--- config.mk ---
export PLATFORM = sky130hd
export DESIGN_NAME = neuron_accum
export DESIGN_NICKNAME = d
export VERILOG_FILES = /design/src/rtl/neuron_accum.sv
export SDC_FILE = /design/constraint.sdc
export NUM_CORES = 1
export LEC_CHECK = 0
export CAP_MARGIN = 15
export CORE_MARGIN = 4
export CORE_UTILIZATION = 39
export CTS_CLUSTER_DIAMETER = 120
export DETAILED_ROUTE_END_ITERATION = 6
export GPL_ROUTABILITY_DRIVEN = 0
export HOLD_SLACK_MARGIN = 0.12
export PLACE_DENSITY_LB_ADDON = 0.05
export SKIP_LAST_GASP = 1
export SYNTH_ARGS = -nofsm -noshare
export SYNTH_HDL_FRONTEND = slang
export SYNTH_SLANG_ARGS = --single-unit
export TNS_END_PERCENT = 1
--- constraint.sdc ---
create_clock -name clk -period 5.2 [get_ports clk]
set_input_delay 0.52 -clock clk [delete_from_list [all_inputs] [get_ports clk]]
set_output_delay 0.52 -clock clk [all_outputs]
set_load 0.01 [all_outputs]
--- src/rtl/neuron_accum.sv ---
// neuron_accum: sums four signed 4-bit lane products per beat into a saturating accumulator
// and quantises the completed frame to 4 bits. Define NEURON_ACCUM_RELU_EN to zero negative outputs.
module neuron_accum #(
  parameter int unsigned ACC_W = 12,
  parameter int unsigned SHIFT = 0
) (
  input  logic             clk,
  input  logic             rst,
  input  logic             in_valid,
  output logic             in_ready,
  input  logic [15:0]      in_data,
  input  logic             in_last,
  output logic             out_valid,
  input  logic             out_ready,
  output logic [3:0]       out_data,
  output logic [ACC_W-1:0] out_acc,
  output logic             out_sat
);

  typedef enum logic [0:0] {StAcc, StHold} state_e;

  localparam logic signed [ACC_W-1:0] AccMax = {1'b0, {(ACC_W-1){1'b1}}};
  localparam logic signed [ACC_W-1:0] AccMin = {1'b1, {(ACC_W-1){1'b0}}};
  localparam logic signed [ACC_W-1:0] QMax   = ACC_W'(7);
  localparam logic signed [ACC_W-1:0] QMin   = ACC_W'(-8);

  state_e                  state_q;
  logic signed [ACC_W-1:0] acc_q;
  logic                    sat_q;

  logic signed [5:0]       lane_sum;
  logic signed [ACC_W:0]   sum_ext;
  logic                    acc_clamp;
  logic signed [ACC_W-1:0] acc_d;
  logic signed [ACC_W-1:0] shifted;
  logic [3:0]              quant;
  logic                    q_clamp;

  assign in_ready  = (state_q == StAcc);
  assign out_valid = (state_q == StHold);

  always_comb begin
    lane_sum = {{2{in_data[15]}}, in_data[15:12]} + {{2{in_data[11]}}, in_data[11:8]}
             + {{2{in_data[7]}},  in_data[7:4]}   + {{2{in_data[3]}},  in_data[3:0]};
    // One guard bit: overflow shows as disagreement between the top two bits.
    sum_ext   = {acc_q[ACC_W-1], acc_q} + {{(ACC_W-5){lane_sum[5]}}, lane_sum};
    acc_clamp = sum_ext[ACC_W] ^ sum_ext[ACC_W-1];
    if (acc_clamp) begin
      acc_d = sum_ext[ACC_W] ? AccMin : AccMax;
    end else begin
      acc_d = sum_ext[ACC_W-1:0];
    end

    shifted = acc_d >>> SHIFT;
    q_clamp = 1'b0;
    if (shifted > QMax) begin
      quant   = 4'b0111;
      q_clamp = 1'b1;
    end else if (shifted < QMin) begin
      quant   = 4'b1000;
      q_clamp = 1'b1;
    end else begin
      quant = shifted[3:0];
    end
`ifdef NEURON_ACCUM_RELU_EN
    if (quant[3]) begin
      quant = 4'b0000;
    end
`endif
  end

  always_ff @(posedge clk) begin
    if (rst) begin
      state_q  <= StAcc;
      acc_q    <= '0;
      sat_q    <= 1'b0;
      out_acc  <= '0;
      out_data <= '0;
      out_sat  <= 1'b0;
    end else begin
      unique case (state_q)
        StAcc: begin
          if (in_valid) begin
            acc_q <= acc_d;
            sat_q <= sat_q | acc_clamp;
            if (in_last) begin
              state_q  <= StHold;
              out_acc  <= acc_d;
              out_data <= quant;
              out_sat  <= sat_q | acc_clamp | q_clamp;
            end
          end
        end
        StHold: begin
          if (out_ready) begin
            state_q <= StAcc;
            acc_q   <= '0;
            sat_q   <= 1'b0;
          end
        end
        default: state_q <= StAcc;
      endcase
    end
  end

endmodule

==> metrics.txt, run 1 <==
result of the run=completed; most used cells in the layout excluding fill and tap cells=buf_4, nor2_1, dfxtp_1; Synth Warn #=0; Max-Cap Viols=0; startpoint type of the worst setup path=input port; Die ar.=0.00722 sq mm; RSZ-0062 raised after global routing=true; Worst Skew=5.44 ps; Ports=40; pins over their slew limit=0; DRT Wirelength=5790 microns; Post-synth EDFFs=0; Crit. End Element=flop; antenna cells=0; dpl hpwl=4590 microns; worst-path fanout max=5; critical path arrival=5210 ps; vias per cell=5.04; Vert. Die Dim=85.0 microns; commonest non-fill, non-tap cell in the layout=buf_4; Clock transition at path regs=70 ps; area of the mapped netlist=0.00231 sq mm; Area Overhead vs Synth=49.5%; Core Box Area=0.00564 sq mm; fin util=61.3%; DRT iter0 DRCs=100; Initial Util=41.0%; DRC viols=0; synth top area cells=dfxtp_1, ha_1, fa_1; # fillers=537; setup TNS=0 ps; area leader, netlist=dfxtp_1; Period Utilization, post-route=96.5%; routed len/inst=12.9 microns; Hold Buf Count CTS=0; antenna-violating nets left=0; pin count of the biggest net entering global routing=33; row cnt=27; dominant synthesized flop cell=dfxtp_1; share of the synthesized area in the top cell type=26.9%; ys async rst share=0%; CTS max path bufs=2; number of synthesized register bits=31; Crit Path Category=in2reg; actual slew at the worst max-slew pin=1170 ps; CP required=5390 ps; die width=85.0 microns; via count=2265; Mapped Cells=286; CTS sink cnt=31; worst min path class=reg2reg; syn nets=336; drt pass-1 iters=4; final hold slack=453 ps; fin crit period=5020 ps; CTS root buffer=clkbuf_8; initial antenna violation count=0; clock latency at the later pin of the worst-skew pair=280 ps; final setup fails=0; total global routing overflow=0; vias in the first global route=2160; worst rel slew slack=21.7%; first-pass GRT wire length=9860 microns; CTS tree=yes; share of cells above drive strength 1=28.4%; Avg Cell Area, Syn=8.08 sq um; Seq/Total Area, Yosys=26.9%; H-tree lvl count=2; # nets final=426; fmax=199 MHz; IO buf count=39; synth unique cells=43; total track usage=16.6%; Final Hold Viols=0; CTS buffer count=5
==> layer usage <==
| layer | wire (microns) | track usage (%) | vias to the layer above |
|---|---|---|---|
| li1 | - | - | 1175 |
| met1 | 2890 | 22.4 | 1048 |
| met2 | 2640 | 27.1 | 36 |
| met3 | 172 | 2.33 | 6 |
| met4 | 87 | 5.61 | 0 |
| met5 | 0 | 0 | - |
==> final cells by class <==
cell class | count | area [sq um] | area share, %
Clock buffer | 8 | 100 | 2.90
Timing Repair Buffer | 94 | 802 | 23.2
Multi-Input combinational cell | 224 | 1770 | 51.1
Inverter | 20 | 76.3 | 2.21
Sequential cell | 31 | 621 | 18.0
Tap cell | 72 | 90.1 | 2.61
==> repair_timing <==
| action | 4_1_cts | 5_1_grt |
|---|---|---|
| pin swaps | 22 | 24 |
| resized for setup | 23 | 26 |
| endpoints found under the setup margin | 26 | 16 |
| buffers inserted | 4 | 1 |
==> through the flow <==
step | cell area [sq um] | setup slack, ps | instances
6_report | 3460 | 181 | 449
5_1_grt | 3460 | -31.6 | 449
4_1_cts | 3380 | 19.7 | 448
3_5_place_dp | 3220 | -657 | 436
3_3_place_gp | 3220 | -541 | 436
2_1_floorplan | 2420 | 9.52 | 286
==> worst max-delay path, stage by stage <==
cell	delay, ps
buf_6	70
inv_2	30
fa_1	480
fa_1	510
inv_2	50
ha_4	160
fa_2	370
a21o_1	190
a21oi_4	180
xnor2_4	200
ha_4	280
a21oi_4	170
buf_4	140
a2bb2oi_2	150
and3_4	200
nand2_1	80
nand2_2	110
ha_4	220
a21oi_4	110
nor3b_2	160
nand4_1	140
nor4_4	400
nand3_1	110
a31oi_1	190
==> cell usage after synthesis, types with 2 or more instances <==
master and n:
and2_1 4, and3_1 2, a21oi_2 3, inv_1 19, o21a_1 3, a21oi_1 23
a21o_1 6, ha_1 19, nor2_1 31, dfxtp_1 31, nor2b_1 2, xnor2_1 7
clkbuf_1 10, a31oi_1 7, nor3_1 13, xor2_1 5, nand3_1 8, a22oi_1 9
a211oi_1 5, fa_1 10, nand2b_1 7, o21ai_0 13, nand2_1 29
==> final timing paths <==
path / from / end / slack, ps / depth (start not counted)
max: in_data[9] / out_data[2]$_SDFFE_PP0P_ / 180 / 24
min: out_acc[9]$_SDFFE_PP0P_ / out_acc[9]$_SDFFE_PP0P_ / 450 / 2
max reg2reg: acc_q[0]$_SDFFE_PP0P_ / out_data[2]$_SDFFE_PP0P_ / 1930 / 15
min reg2reg: out_acc[9]$_SDFFE_PP0P_ / out_acc[9]$_SDFFE_PP0P_ / 450 / 2
==> logic make-up after synthesis <==
| logic type | Yosys count | synth area share (%) |
|---|---|---|
| compound gates | 81 | 23.3 |
| xor+xnor | 12 | 4.55 |
| fa+ha+maj | 29 | 18.9 |
| buf+inv | 31 | 5.09 |
| flops | 31 | 26.9 |
| mux | 1 | 0.433 |
| simple gates | 101 | 20.8 |
==> registers in the layout (all words and copies together) (netlist names) <==
name       flops
out_sat        1
out_data       4
out_valid      1
sat_q          1
acc_q         12
out_acc       12
Power of run 1 is not shown: default switching activity piles up to over one toggle a cycle in this logic, so the estimate is an artifact.
==> run 2, diff against run 1 <==
- DONT_BUFFER_PORTS: default -> 1
- SLEW_MARGIN: default -> 10
==> metrics.txt, run 2 (same netlist as run 1, synthesis figures left out) <==
result of the run=completed; clock latency at the later pin of the worst-skew pair=280 ps (about the same); # fillers=566 (+5.4%); worst rel slew slack=37.1% (+15 points); Crit Path Category=in2reg; setup TNS=0 ps (unchanged); Core Box Area=0.00564 sq mm (unchanged); RSZ-0062 raised after global routing=false; vias in the first global route=2006 (-7.1%); Initial Util=41.0% (unchanged); # nets final=367 (-14%); Max-Cap Viols=0 (unchanged); IO buf count=0 (-100%); CTS tree=yes; pins over their slew limit=0 (unchanged); share of cells above drive strength 1=20.5% (-7.9 points); critical path arrival=5090 ps (-120 ps); H-tree lvl count=2 (unchanged); total global routing overflow=0 (unchanged); actual slew at the worst max-slew pin=943 ps (-228 ps); worst min path class=in2reg; via count=2021 (-11%); startpoint type of the worst setup path=input port; Ports=40 (unchanged); worst-path fanout max=5 (unchanged); die width=85.0 microns (unchanged); Clock transition at path regs=60 ps (about the same); most used cells in the layout excluding fill and tap cells=buf_4, nor2_1, dfxtp_1; routed len/inst=14.5 microns (+12%); fin util=50.1% (-11 points); fin crit period=4880 ps (-136 ps); row cnt=27 (unchanged); pin count of the biggest net entering global routing=33 (unchanged); Final Hold Viols=0 (unchanged); Register Area=621 sq um (unchanged); drt pass-1 iters=4 (unchanged); CTS sink cnt=31 (unchanged); commonest non-fill, non-tap cell in the layout=buf_4; initial antenna violation count=0 (unchanged); first-pass GRT wire length=9600 microns (-2.6%); Area Overhead vs Synth=22.3%; Die ar.=0.00722 sq mm (unchanged); DRT iter0 DRCs=93 (-7.0%); CTS buffer count=5 (unchanged); antenna cells=0 (unchanged); total track usage=16.1% (-0.49 points); vias per cell=5.20 (+3.0%); Crit. End Element=flop; fmax=205 MHz (+2.8%); DRT Wirelength=5620 microns (-2.9%); Vert. Die Dim=85.0 microns (unchanged); Period Utilization, post-route=93.9% (-2.6 points); CTS root buffer=clkbuf_8; Worst Skew=3.42 ps (-2.02 ps); dpl hpwl=4520 microns (-1.5%); CTS max path bufs=2 (unchanged); Largest regs=acc_q: 12 flops, out_acc: 12 flops, out_data: 4 flops; final setup fails=0 (unchanged); Hold Buf Count CTS=0 (unchanged); DRC viols=0 (unchanged); antenna-violating nets left=0 (unchanged); CP required=5410 ps (+20 ps); multi-input gate area in the final layout=0.00169 sq mm (-4.5%)
[run 2: cell count changes in the layout (fill, tap and decap cells not counted), moves of 4 or more]
cell and change:
clkdlybuf4s50_1 -27, buf_4 -19, inv_1 +7, inv_2 -7, ha_4 -4
[run 2: worst max-delay path, cell delays in order]
cell	delay (ps)
inv_1	30
fa_1	480
fa_1	490
inv_1	40
ha_2	180
fa_2	360
a21o_1	190
a21oi_4	180
xnor2_4	160
buf_4	180
ha_1	210
a21o_1	210
a2bb2oi_2	160
and3_1	200
nand2_1	80
nand2_1	140
ha_4	240
a21oi_2	110
nor3b_2	160
nand4_1	150
nor4_4	310
nand3_1	120
a31oi_1	180
[run 2: repair_timing]
action / 4_1_cts / 5_1_grt
resized for setup: 0 / 4
setup buffers: 0 / 1
endpoints found under the setup margin: 0 / 4
[run 2: metrics by stage]
stage / hold slack (ps) / worst slack, ps / cell area, sq um / instances
2_1_floorplan: 436 / 9.52 / 2420 / 286
3_3_place_gp: 465 / -39.6 / 2700 / 380
3_5_place_dp: 479 / -143 / 2700 / 380
4_1_cts: 300 / 138 / 2790 / 387
5_1_grt: 298 / 28.4 / 2830 / 389
6_report: 307 / 316 / 2830 / 389
[run 2: worst paths after layout]
check	from	endpoint	slack [ps]	depth (start not counted)
max reg2reg	acc_q[0]$_SDFFE_PP0P_	out_data[2]$_SDFFE_PP0P_	2000	15
min reg2reg	acc_q[10]$_SDFFE_PP0P_	acc_q[10]$_SDFFE_PP0P_	480	2
min	rst	out_acc[9]$_SDFFE_PP0P_	310	1
max	in_data[9]	out_data[2]$_SDFFE_PP0P_	320	23
[run 2: cell type report]
| class | instances | share of cell area [%] |
|---|---|---|
| clock buffer | 6 | 2.92 |
| clock inverter | 1 | 0.177 |
| inverter | 20 | 2.70 |
| multi-input combinational | 224 | 59.7 |
| sequential | 31 | 22.0 |
| tap | 72 | 3.19 |
| timing repair buffer | 35 | 9.30 |
[run 2: layer usage]
layer	wire, microns	global-route usage (%)
met1	2850	22.4
met3	206	2.62
met4	78	4.75
met2	2490	25.7
met5	0	0
Power of run 2 is left out for the same reason.
